--- config.mk ---
export PLATFORM = sky130hd
export DESIGN_NAME = multiplica
export DESIGN_NICKNAME = d
export VERILOG_FILES = /design/src/rtl/multiplica_pkg.sv /design/src/rtl/multiplica_suma_parcial.sv /design/src/rtl/multiplica.sv
export SDC_FILE = /design/constraint.sdc
export NUM_CORES = 1
export LEC_CHECK = 0
export CAP_MARGIN = 20
export CORE_AREA = 2 2 202 124
export CTS_CLUSTER_SIZE = 20
export DETAILED_ROUTE_END_ITERATION = 12
export DIE_AREA = 0 0 204 126
export PLACE_DENSITY = 0.52
export SYNTH_ARGS = -nofsm -noshare
export SYNTH_HDL_FRONTEND = slang
export SYNTH_SLANG_ARGS = --single-unit
--- constraint.sdc ---
create_clock -name clk -period 3.35 [get_ports clk]
set_input_delay 0.8375 -clock clk [delete_from_list [all_inputs] [get_ports clk]]
set_output_delay 0.8375 -clock clk [all_outputs]
set_load 0.005 [all_outputs]
--- src/rtl/multiplica_pkg.sv ---
// Shared definitions for the shift-and-add multiplier: default widths and
// FSM state encodings, also reused by the divider bench.
package multiplica_pkg;

  localparam int MLEN = 16;
  localparam int PLEN = 2 * MLEN;

  typedef enum logic [1:0] {
    ESPERA  = 2'b00,
    CALCULA = 2'b01,
    LISTO   = 2'b10
  } estado_e;

endpackage : multiplica_pkg

--- src/rtl/multiplica_suma_parcial.sv ---
// Conditional PLEN-bit adder: adds the shifted multiplicand to the partial
// accumulator only when the current multiplier bit is set.
module suma_parcial #(
  parameter int PLEN = multiplica_pkg::PLEN
) (
  input  logic [PLEN-1:0] acumulado,
  input  logic [PLEN-1:0] sumando,
  input  logic            habilita,
  output logic [PLEN-1:0] suma
);

  import multiplica_pkg::*;

  // Pass the accumulator through, or add the shifted multiplicand to it.
  always_comb begin
    suma = acumulado;
    if (habilita) begin
      suma = acumulado + sumando;
    end else begin
      suma = acumulado;
    end
  end

endmodule : suma_parcial

--- src/rtl/multiplica.sv ---
// Sequential unsigned multiplier, one shift-and-add step per clock.
// Operands are latched on the start edge, so input and inicie activity
// during the calculation is ignored. The product register only changes on
// the last calculation edge, so it stays stable while the result is read.
module multiplica #(
  parameter int MLEN = multiplica_pkg::MLEN,
  parameter int PLEN = multiplica_pkg::PLEN
) (
  input  logic            clk,
  input  logic            reset_L,
  input  logic [MLEN-1:0] multiplicando,
  input  logic [MLEN-1:0] multiplicador,
  input  logic            inicie,
  output logic [PLEN-1:0] producto,
  output logic            termino
);

  import multiplica_pkg::*;

  // One extra bit so the counter never wraps even when MLEN is a power of two.
  localparam int CW = $clog2(MLEN) + 1;

  estado_e         estado_r;
  estado_e         estado_s;
  logic [PLEN-1:0] mcand_r;
  logic [MLEN-1:0] mplier_r;
  logic [PLEN-1:0] acc_r;
  logic [CW-1:0]   cuenta_r;
  logic [PLEN-1:0] suma_s;
  logic            ultimo_s;

  // The last iteration is the one where the counter reaches MLEN-1.
  assign ultimo_s = (cuenta_r == CW'(MLEN - 1));

  suma_parcial #(
    .PLEN (PLEN)
  ) u_suma_parcial (
    .acumulado (acc_r),
    .sumando   (mcand_r),
    .habilita  (mplier_r[0]),
    .suma      (suma_s)
  );

  // Next-state logic: wait for start, run MLEN iterations, hold until release.
  always_comb begin
    estado_s = estado_r;
    case (estado_r)
      ESPERA: begin
        if (inicie) begin
          estado_s = CALCULA;
        end else begin
          estado_s = ESPERA;
        end
      end
      CALCULA: begin
        if (ultimo_s) begin
          estado_s = LISTO;
        end else begin
          estado_s = CALCULA;
        end
      end
      LISTO: begin
        if (inicie) begin
          estado_s = LISTO;
        end else begin
          estado_s = ESPERA;
        end
      end
      default: begin
        estado_s = ESPERA;
      end
    endcase
  end

  // State register.
  always_ff @(posedge clk or negedge reset_L) begin
    if (!reset_L) begin
      estado_r <= ESPERA;
    end else begin
      estado_r <= estado_s;
    end
  end

  // Datapath: capture operands, then shift-and-add once per CALCULA edge.
  always_ff @(posedge clk or negedge reset_L) begin
    if (!reset_L) begin
      mcand_r  <= {PLEN{1'b0}};
      mplier_r <= {MLEN{1'b0}};
      acc_r    <= {PLEN{1'b0}};
      cuenta_r <= {CW{1'b0}};
    end else begin
      case (estado_r)
        ESPERA: begin
          if (inicie) begin
            mcand_r  <= PLEN'(multiplicando);
            mplier_r <= multiplicador;
            acc_r    <= {PLEN{1'b0}};
            cuenta_r <= {CW{1'b0}};
          end
        end
        CALCULA: begin
          acc_r    <= suma_s;
          mcand_r  <= mcand_r << 1;
          mplier_r <= mplier_r >> 1;
          cuenta_r <= cuenta_r + CW'(1);
        end
        LISTO: begin
          acc_r <= acc_r;
        end
        default: begin
          acc_r <= acc_r;
        end
      endcase
    end
  end

  // Product register: loaded only on the CALCULA->LISTO transition.
  always_ff @(posedge clk or negedge reset_L) begin
    if (!reset_L) begin
      producto <= {PLEN{1'b0}};
    end else if ((estado_r == CALCULA) && ultimo_s) begin
      producto <= suma_s;
    end
  end

  // Done flag: high exactly while the FSM sits in LISTO.
  always_ff @(posedge clk or negedge reset_L) begin
    if (!reset_L) begin
      termino <= 1'b0;
    end else begin
      termino <= (estado_s == LISTO);
    end
  end

endmodule : multiplica

=== Word level (Yosys, flattened, before mapping) ===
Index checks and enable logic that the tools add are counted.

* Add/subtract/negate cells: 2
* Reductions and logical operators: 4
* Equal/unequal tests: 5
* Multiplexer cells: 13

{| class="wikitable"
|+ Operators with widths
! cell !! count
|-
| one-hot mux 32 bit (2 select lines) || 2
|-
| 2-to-1 mux 32 bit || 3
|-
| adder 32 bit || 1
|-
| one-hot mux 16 bit (2 select lines) || 1
|-
| 2-to-1 mux 16 bit || 1
|-
| one-hot mux 5 bit (2 select lines) || 1
|-
| one-hot mux 2 bit (3 select lines) || 1
|-
| adder 5 x 1 -> 5 bit (second input constant) || 1
|-
| == test 5 x 4 -> 1 bit (second input constant) || 1
|-
| 2-to-1 mux 5 bit || 1
|-
| == test 2 bit (second input constant) || 2
|-
| 2-to-1 mux 2 bit || 2
|-
| == test 2 x 1 -> 1 bit (second input constant) || 1
|-
| logical NOT 2 bit || 1
|-
| inequality test 2 bit (second input constant) || 1
|-
| AND reduction 2 bit || 1
|-
| nonzero test 2 bit || 1
|-
| logical AND 1 bit || 1
|-
| 2-to-1 mux 1 bit || 1
|}

* Output and inout port bits: 33
* Word-level logic and storage cells: 31
* Input port bits: 35
* Bits in registers: 120

=== Depth between registers and ports, before layout ===
Gate-level depths: netlist (run 1).

* Word-level depth: 4
* Gate-level depth with buffers: 11
* Gate-level depth less buffers: 11

=== Cells and area by module ===
A second synthesis (run 1) with hierarchy kept.

* Cell total of the unflattened synthesis: 707
* Area total of the unflattened synthesis: 7218.2 µm²

{| class="wikitable"
|+ Modules (own cells, without submodules)
! module !! sequential area each (µm²) !! instances !! area an instance (µm²) !! cells each
|-
| multiplica || 3002.9 || 1 || 4986.0 || 386
|-
| suma_parcial || 0.0 || 1 || 2232.1 || 321
|}

=== Least setup slack after synthesis (run 1) ===
No wires, ideal clock.

* Path type: register to register
* Start point: reg mcand_r[12]
* End point: reg acc_r[27]
* Cell stages (with the launch flop): 11
* Data required time: 3216 ps
* Arrival: 2592 ps
* Clock period less this slack: 2726 ps
* Setup time: 134 ps
* Slack: 624 ps
* Buffers on the path: 0
* Path through: dfrtp_1 > ha_1 > a21oi_2 > o211ai_1 > a21o_1 > a221o_1 > or2_4 > a2111o_1 > a31oi_1 > xor2_1 > o31ai_1

* Cells in the longest elaborated chain, start to end: 3

{| class="wikitable"
|+ RTL lines
! element !! RTL line !! text
|-
| start: declaration || multiplica.sv:25 || <nowiki>logic [PLEN-1:0] mcand_r;</nowiki>
|-
| start signal: assignment || multiplica.sv:87 || <nowiki>mcand_r <= {PLEN{1'b0}};</nowiki>
|-
| start signal: assignment || multiplica.sv:95 || <nowiki>mcand_r <= PLEN'(multiplicando);</nowiki>
|-
| start signal: assignment || multiplica.sv:103 || <nowiki>mcand_r <= mcand_r << 1;</nowiki>
|-
| adder 32 bit || multiplica_suma_parcial.sv:18 || <nowiki>suma = acumulado + sumando;</nowiki>
|-
| 2-to-1 mux 32 bit || multiplica_suma_parcial.sv:17 || <nowiki>if (habilita) begin</nowiki>
|-
| one-hot mux 32 bit (2 select lines) || multiplica.sv:92 || <nowiki>case (estado_r)</nowiki>
|-
| end signal: assignment || multiplica.sv:89 || <nowiki>acc_r <= {PLEN{1'b0}};</nowiki>
|-
| end signal: assignment || multiplica.sv:97 || <nowiki>acc_r <= {PLEN{1'b0}};</nowiki>
|-
| end signal: assignment || multiplica.sv:102 || <nowiki>acc_r <= suma_s;</nowiki>
|-
| end: declaration || multiplica.sv:27 || <nowiki>logic [PLEN-1:0] acc_r;</nowiki>
|}

Every way passes these cells.
A chain may end at the register's enable or synchronous reset.

=== Final worst setup path (run 1) ===
* Start point: reg mcand_r[1]
* End point: reg acc_r[27]

Same word-level chain as after synthesis.

==> summary.md, run 1 <==
| Metric | Value |
|---|---|
| Status | finished clean |
| Setup ws final | 0.230 ns |
| Syn Nets | just under 800 |
| Worst R2R Path Depth | 10 |
| Critical-path cell list | ha_1 -> a21o_1 -> a21oi_1 -> o221ai_2 -> o211a_1 -> or2_4 -> a2111o_1 -> a31oi_1 -> xor2_1 -> o31ai_1 |
| Clock slew at reported path FFs | 0.06 ns |
| Clock tree root buffer cell | clkbuf_16 |
| Worst Setup Path Type | reg -> reg |
| Final Hold Viols | 0 |
| CTS tree | built |
| Reported max-cap violation count | 0 |
| DR vias | 5589 |
| Sequential-to-total area share from yosys stat | 0.440 |
| Initial Util | 0.286 |
| Synth Register Bits | 120 |
| Pin count of the biggest net entering global routing | 121 |
| Synth area leader | dfrtp_1 |
| Share of total power in combinational logic | 0.423 |
| # hold bufs at CTS | 0 |
| Worst path max stage delay | roughly 0.44 ns |
| Crit-path leading delay family | compound AO/OA/AOI/OAI gates |
| Multi-input gate area | between 0.003 and 0.004 sq mm |
| Worst skew pair latency | 0.42 ns |
| Setup bufs post-CTS | 0 |
| Synth top area cells | dfrtp_1 44%, o21ai_0 6.2%, ha_1 6.1% |
| Peak VDD IR | around 380 uV |
| Area of the die | 0.0257 sq mm |
| Psw | roughly 3100 uW |
| Antenna cells | 0 |
| Startpoint Class | flip-flop |
| Worst-path fanout max | 5 |
| Total GRT Usage | 0.155 |
| Core Util, Final | 0.356 |
| CTS Buf Count | 17 |
| Seq pwr share | 0.310 |
| Remaining antenna violation count | 0 |
| Die height | about 130 um |
| Clk sinks | 120 |
| Final count of negative-setup-slack endpoints | 0 |
| Die width | a little over 200 um |
| Fin crit period | between 3 and 4 ns |
| CP Depth | 10 |
| Pwr dens | roughly 940 mW/mm^2 |
| Iteration-0 DRC Markers | 442 |
| RSZ-0062 raised after global routing | no |
| Post-synth EDFFs | 0 |
| Yosys top cell area share | 0.440 |
| IO buf count | 67 |
| Hold-critical path depth | 2 |
| Drt wl/cell | about 18 um |
| Pre-antenna DRT Iters | 5 |
| Fillers | about 2500 |
| Clock power frac | 0.267 |
| Pre-CTS setup slack | 0.257 ns |
| Remaining DRCs | 0 |
| Synth warnings | 0 |
| # rows | 44 |
| Cell area after layout | approximately 0.0085 sq mm |
| Nets@finish | 829 |
| Top_reg_cell synth | dfrtp_1 |
| Post-CTS sizing | 0 |
| Hold WC Path Type | reg -> reg |
| Hold Slack | roughly 0.48 ns |
| Setup TNS | 0 ns |
| Most common cell after layout, fill and taps aside | dfrtp_1 |
| Htree depth | 4 |
| Total gr overflow | 0 |
| Drt via density | about 5.1 |
| Worst Skew | approximately 0.0088 ns |
| CP bufs+invs | 0 |
| Vias in the first global route | between 5000 and 6000 |
| Storage cell area | roughly 0.0030 sq mm |
| DPL Wire Length | 13000 um |
| Gpl congestion | 0.848 |
| Measured slew at the worst slew-check pin | ~1.1 ns |
| Post-synth ARST share | 1.00 |
| Final Max Tran Viols | 0 |
| Critical path capture point type | flip-flop |
| Mapped Area | about 0.0068 sq mm |
| Max-slew headroom | 0.275 |
| Static leakage | 0.00381 uW |
| Cell-internal power | 4890 uW |
| Mapped Cells | ~700 |
| Worst EP required | ~3.6 ns |
| Post-DP Area | around 0.0078 sq mm |
| Layout cells sized above 1 | 0.0828 |
| Commonest non-fill, non-tap cells in the layout | 120 x dfrtp_1, 84 x o21ai_0, 67 x a21oi_1 |
| Ports | 68 |
| Core area | approximately 0.024 sq mm |
| Tcrit/Tclk final | 0.931 |
| Switching Fraction | 0.387 |
| Initial antenna violation count | 0 |
| First-pass GRT wire length | just over 30000 um |
| Final wirelength | roughly 19000 um |
| Mapped Avg Cell Area | between 9 and 10 sq um |
| Arrival @ worst endpoint | approximately 3.4 ns |
| Area delta synth->final | 24.7% |
| Max frequency | 320 MHz |
| Distinct cell type count after synthesis | 62 |
| CTS Buffer Depth | 2 |
| Slowest stage cell, crit path | dfrtp_1 |
[per-layer routing]
| layer | share of wire | GRT usage | vias up |
|---|---|---|---|
| met1 | 0.57 | 0.260 | 2708 |
| met3 | 0.052 | 0.0323 | 15 |
| li1 | - | - | 2725 |
| met5 | 0 | 0 | - |
| met2 | 0.37 | 0.192 | 141 |
| met4 | 0.0079 | 0.0358 | 0 |
[state kept, by name, summed over array words and instances (netlist names)]
signal    cells
cuenta_r      5
mcand_r      32
estado_r      2
producto     32
acc_r        32
mplier_r     16
termino       1
[area by class of cell]
cell class,instances,share of cell area
multi-input cells,530,0.424
flip-flops and latches,120,0.353
clock inverters,13,0.0265
clock buffers,19,0.0521
well taps,322,0.0474
repair buffers,82,0.0932
inverters,9,0.00397
[worst reg2reg max path, stage by stage, from the launching register on]
cell and delay (ns):
dfrtp_1 0.44, ha_1 0.31, a21o_1 0.16, a21oi_1 0.32
o221ai_2 0.23, o211a_1 0.30, or2_4 0.26, a2111o_1 0.42
a31oi_1 0.23, xor2_1 0.23, o31ai_1 0.09
[kinds of logic (layout without fill, tap and decap cells)]
family / after synthesis / in the layout / share of synthesized area
buffers and inverters: 53 / 123 / 0.0337
xor gates and xnor gates: 28 / 28 / 0.0359
DFF: 120 / 120 / 0.440
and+or+nand+nor: 154 / 154 / 0.111
AOI/OAI and AO/OA: 290 / 290 / 0.280
muxes: 24 / 24 / 0.0352
adders and majority gates: 34 / 34 / 0.0635
[synth_stat cells (3+ instances only)]
| master | n |
|---|---|
| a21o_1 | 18 |
| a21o_2 | 3 |
| a21oi_1 | 67 |
| a22o_1 | 42 |
| a22oi_1 | 30 |
| and3_1 | 5 |
| and3_2 | 3 |
| buf_1 | 3 |
| clkbuf_1 | 37 |
| dfrtp_1 | 120 |
| ha_1 | 33 |
| inv_1 | 9 |
| mux2i_1 | 24 |
| nand2_1 | 64 |
| nand2b_1 | 4 |
| nand3_1 | 9 |
| nor2_1 | 16 |
| nor2b_1 | 37 |
| nor3_1 | 5 |
| o211ai_1 | 3 |
| o21a_1 | 5 |
| o21ai_0 | 84 |
| o31ai_1 | 3 |
| xnor2_1 | 21 |
| xor2_1 | 7 |
[final timing paths]
kind | from | to | slack (ns)
worst max-delay path | mcand_r[1] | acc_r[27] | 0.23
worst min-delay path | cuenta_r[4] | cuenta_r[4] | 0.48
worst max register to register | mcand_r[1] | acc_r[27] | 0.23
worst min register to register | cuenta_r[4] | cuenta_r[4] | 0.48
max in group asynchronous | reset_L | acc_r[16] | 2.34
min in group asynchronous | reset_L | cuenta_r[0] | 0.52
[stage by stage]
| stage | power (uW) | cells |
|---|---|---|
| floorplan | 4650 | 703 |
| global placement | 5830 | 1063 |
| detailed placement | 5830 | 1063 |
| CTS | 8000 | 1095 |
| global route | 8520 | 1095 |
| finish | 7970 | 1095 |
[power groups by stage]
stage / Sequential [uW] / Combinational (uW) / Clock (uW)
CTS: 2470 / 3360 / 2170
finish: 2470 / 3380 / 2130
detailed placement: 2490 / 3340 / 0
global placement: 2490 / 3340 / 0
floorplan: 2350 / 2300 / 0
global route: 2550 / 3730 / 2240
(Power assumes the default switching activity.)
==> run 2, diff against run 1 <==
- CTS_CLUSTER_DIAMETER: not set -> 60
- MAX_ROUTING_LAYER: not set -> met4
- clock period: 3.35 -> 3.25 ns (I/O delays scaled with it)
==> run 2 against run 1 <==
  * Combinational power up 6%
  * First-iteration DRC count is 12% lower
  * Highest routed layer unchanged
  * Core utilization grew 0.26 points
  * Clock power is essentially flat
  * Global-route usage up 0.72 points
  * Clock-buffer cell count rose by 5
  * Critical path depth is the same
  * Sequential cell count unchanged
  * Sequential power up 4%
  * Routed wire length grew 0.78%
  * Power grew 3.9%
  * Worst hold slack lost 0.24 ns
==> summary.md, run 2 (synthesis results as in run 1) <==
| Metric | Value |
|---|---|
| # rows | 44 (unchanged) |
| Area delta synth->final | 25.6% |
| Drt wl/cell | 17.6 um (+0.32%) |
| Most common cell after layout, fill and taps aside | dfrtp_1 |
| Fillers | 2425 (-1.1%) |
| Met2 Use GR | 0.194 (+0.00240) |
| Peak VDD IR | 408 uV (+7.6%) |
| Status | finished clean |
| Htree depth | 4 (unchanged) |
| Max frequency | 328 MHz (+2.5%) |
| Clock slew at reported path FFs | 0.06 ns (about the same) |
| Clock tree root buffer cell | clkbuf_16 |
| GR peak layer | met1 |
| Die width | 204 um (unchanged) |
| Worst path max stage delay | 0.42 ns (-0.02 ns) |
| Commonest non-fill, non-tap cells in the layout | 120 x dfrtp_1, 84 x o21ai_0, 66 x a21oi_1, 66 x clkdlybuf4s50_1, 63 x nand2_1 |
| Worst-path fanout max | 5 (unchanged) |
| Core area | 0.0239 sq mm (unchanged) |
| CTS tree | built |
| Worst EP required | 3.56 ns (-0.06 ns) |
| Pre-antenna DRT Iters | 5 (unchanged) |
| Reported max-cap violation count | 0 (unchanged) |
| Final Max Tran Viols | 0 (unchanged) |
| CTS Buffer Depth | 2 (unchanged) |
| Pin count of the biggest net entering global routing | 72 (-40%) |
| Remaining DRCs | 0 (unchanged) |
| Total gr overflow | 0 (unchanged) |
| Arrival @ worst endpoint | 3.36 ns (-0.03 ns) |
| Crit-path leading delay family | compound AO/OA/AOI/OAI gates |
| Hold Slack | 0.237 ns (-0.242 ns) |
| Critical-path cell list | ha_1 -> a21oi_4 -> o211ai_1 -> a21o_1 -> a221o_1 -> or2_4 -> a2111o_1 -> a31oi_1 -> xor2_1 -> o21ai_1 |
| Startpoint Class | flip-flop |
| Static leakage | 0.00386 uW (+1.3%) |
| Iteration-0 DRC Markers | 390 (-12%) |
| Final Hold Viols | 0 (unchanged) |
| Ports | 68 (unchanged) |
| Layout Cells excl Fill | 1100 (+0.46%) |
| Initial Util | 0.286 (unchanged) |
| Pre-CTS setup slack | 0.173 ns (-0.0843 ns) |
| CP bufs+invs | 0 (unchanged) |
| IO buf count | 67 (unchanged) |
| Final wirelength | 19300 um (+0.78%) |
| Vias in the first global route | 5411 (+1.5%) |
| Remaining antenna violation count | 0 (unchanged) |
| Max-slew headroom | 0.572 (+0.297) |
| Slowest stage cell, crit path | dfrtp_1 |
| Drt via density | 5.07 (-0.61%) |
| Met3 Usage GRT | 0.0362 (+0.00388) |
| Area of the die | 0.0257 sq mm (unchanged) |
| Fin crit period | 3.05 ns (-0.0751 ns) |
| Worst Skew | 0.00825 ns (-0.000512 ns) |
| Nets@finish | 834 (+0.60%) |
| Measured slew at the worst slew-check pin | 0.642 ns (-0.446 ns) |
| Setup bufs post-CTS | 0 (unchanged) |
| DR vias | 5580 (-0.16%) |
| RSZ-0062 raised after global routing | no |
| Final count of negative-setup-slack endpoints | 0 (unchanged) |
| Setup ws final | 0.205 ns (-0.0249 ns) |
| Total GRT Usage | 0.162 (+0.00725) |
| Initial antenna violation count | 0 (unchanged) |
| Pwr dens | 967 mW/mm^2 (+3.1%) |
| Hold WC Path Type | in -> async |
| Clk sinks | 120 (unchanged) |
| CTS Buf Count | 17 (unchanged) |
| Post-Place Cells | 1067 (+0.38%) |
| First-pass GRT wire length | 31500 um (+1.5%) |
| Setup TNS | 0 ns (unchanged) |
| Met1 usage | 0.263 (+0.00263) |
| Largest regs | acc_r (32), mcand_r (32), producto (32) |
| Tcrit/Tclk final | 0.937 (+0.00554) |
| Worst Setup Path Type | reg -> reg |
| Gpl congestion | 0.869 (+2.4%) |
| DPL Wire Length | 13400 um (+3.4%) |
| Layout cells sized above 1 | 0.0874 (+0.00461) |
| Die height | 126 um (unchanged) |
| Antenna cells | 0 (unchanged) |
| Worst skew pair latency | 0.43 ns (about the same) |
| Critical path capture point type | flip-flop |
run 2: cell types whose count changed in the layout (fill, tap and decap cells not counted):
| cell | before | now |
|---|---|---|
| a21oi_1 | 67 | 66 |
| a21oi_2 | 1 | 2 |
| buf_12 | 1 | 2 |
| buf_16 | 0 | 1 |
| buf_4 | 15 | 18 |
| bufinv_16 | 6 | 5 |
| clkbuf_1 | 1 | 3 |
| clkbuf_8 | 1 | 4 |
| clkinvlp_4 | 4 | 0 |
run 2: path summary, 6_finish.rpt:
kind | from | cells past startpoint | endpoint | slack [ns]
worst max-delay path | mcand_r[14] | 10 | producto[27] | 0.20
min in group clk | cuenta_r[4] | 2 | cuenta_r[4] | 0.48
worst min register to register | cuenta_r[4] | 2 | cuenta_r[4] | 0.48
worst max register to register | mcand_r[14] | 10 | producto[27] | 0.20
max in group asynchronous | reset_L | 2 | acc_r[16] | 2.28
worst min-delay path | reset_L | 1 | mcand_r[29] | 0.24
run 2: final cells by class:
type | instances | area, sq um | share of cell area
clock buffers | 24 | 492 | 0.0574
well taps | 322 | 403 | 0.0470
clock inverters | 8 | 165 | 0.0193
inverters | 9 | 33.8 | 0.00394
multi-input cells | 530 | 3610 | 0.421
repair buffers | 87 | 863 | 0.101
flip-flops and latches | 120 | 3000 | 0.350
run 2: power breakdown:
part | internal (uW) | switching [uW] | total (uW)
registers | 2060 | 497 | 2560
logic | 1610 | 1970 | 3580
clock network | 1440 | 710 | 2150
total | 5110 | 3180 | 8280
run 2: repair_timing:
item / in CTS / in global routing
endpoints found under the setup margin: 0 / 4
resized for setup: 0 / 1
hold buffers: 0 / 0
run 2: layer usage:
layer / routed length (um) / part of all wire
met5: 0 / 0
met2: 7220 / 0.37
met4: 136 / 0.0070
met3: 880 / 0.045
met1: 11100 / 0.57
run 2: per-stage QoR:
stage,total power (uW),instance area [sq um],util
floorplan,4790,6820,-
global placement,6070,7880,0.330
detailed placement,6060,7880,0.330
CTS,8250,8540,0.357
global route,8870,8570,0.359
finish,8280,8570,0.359
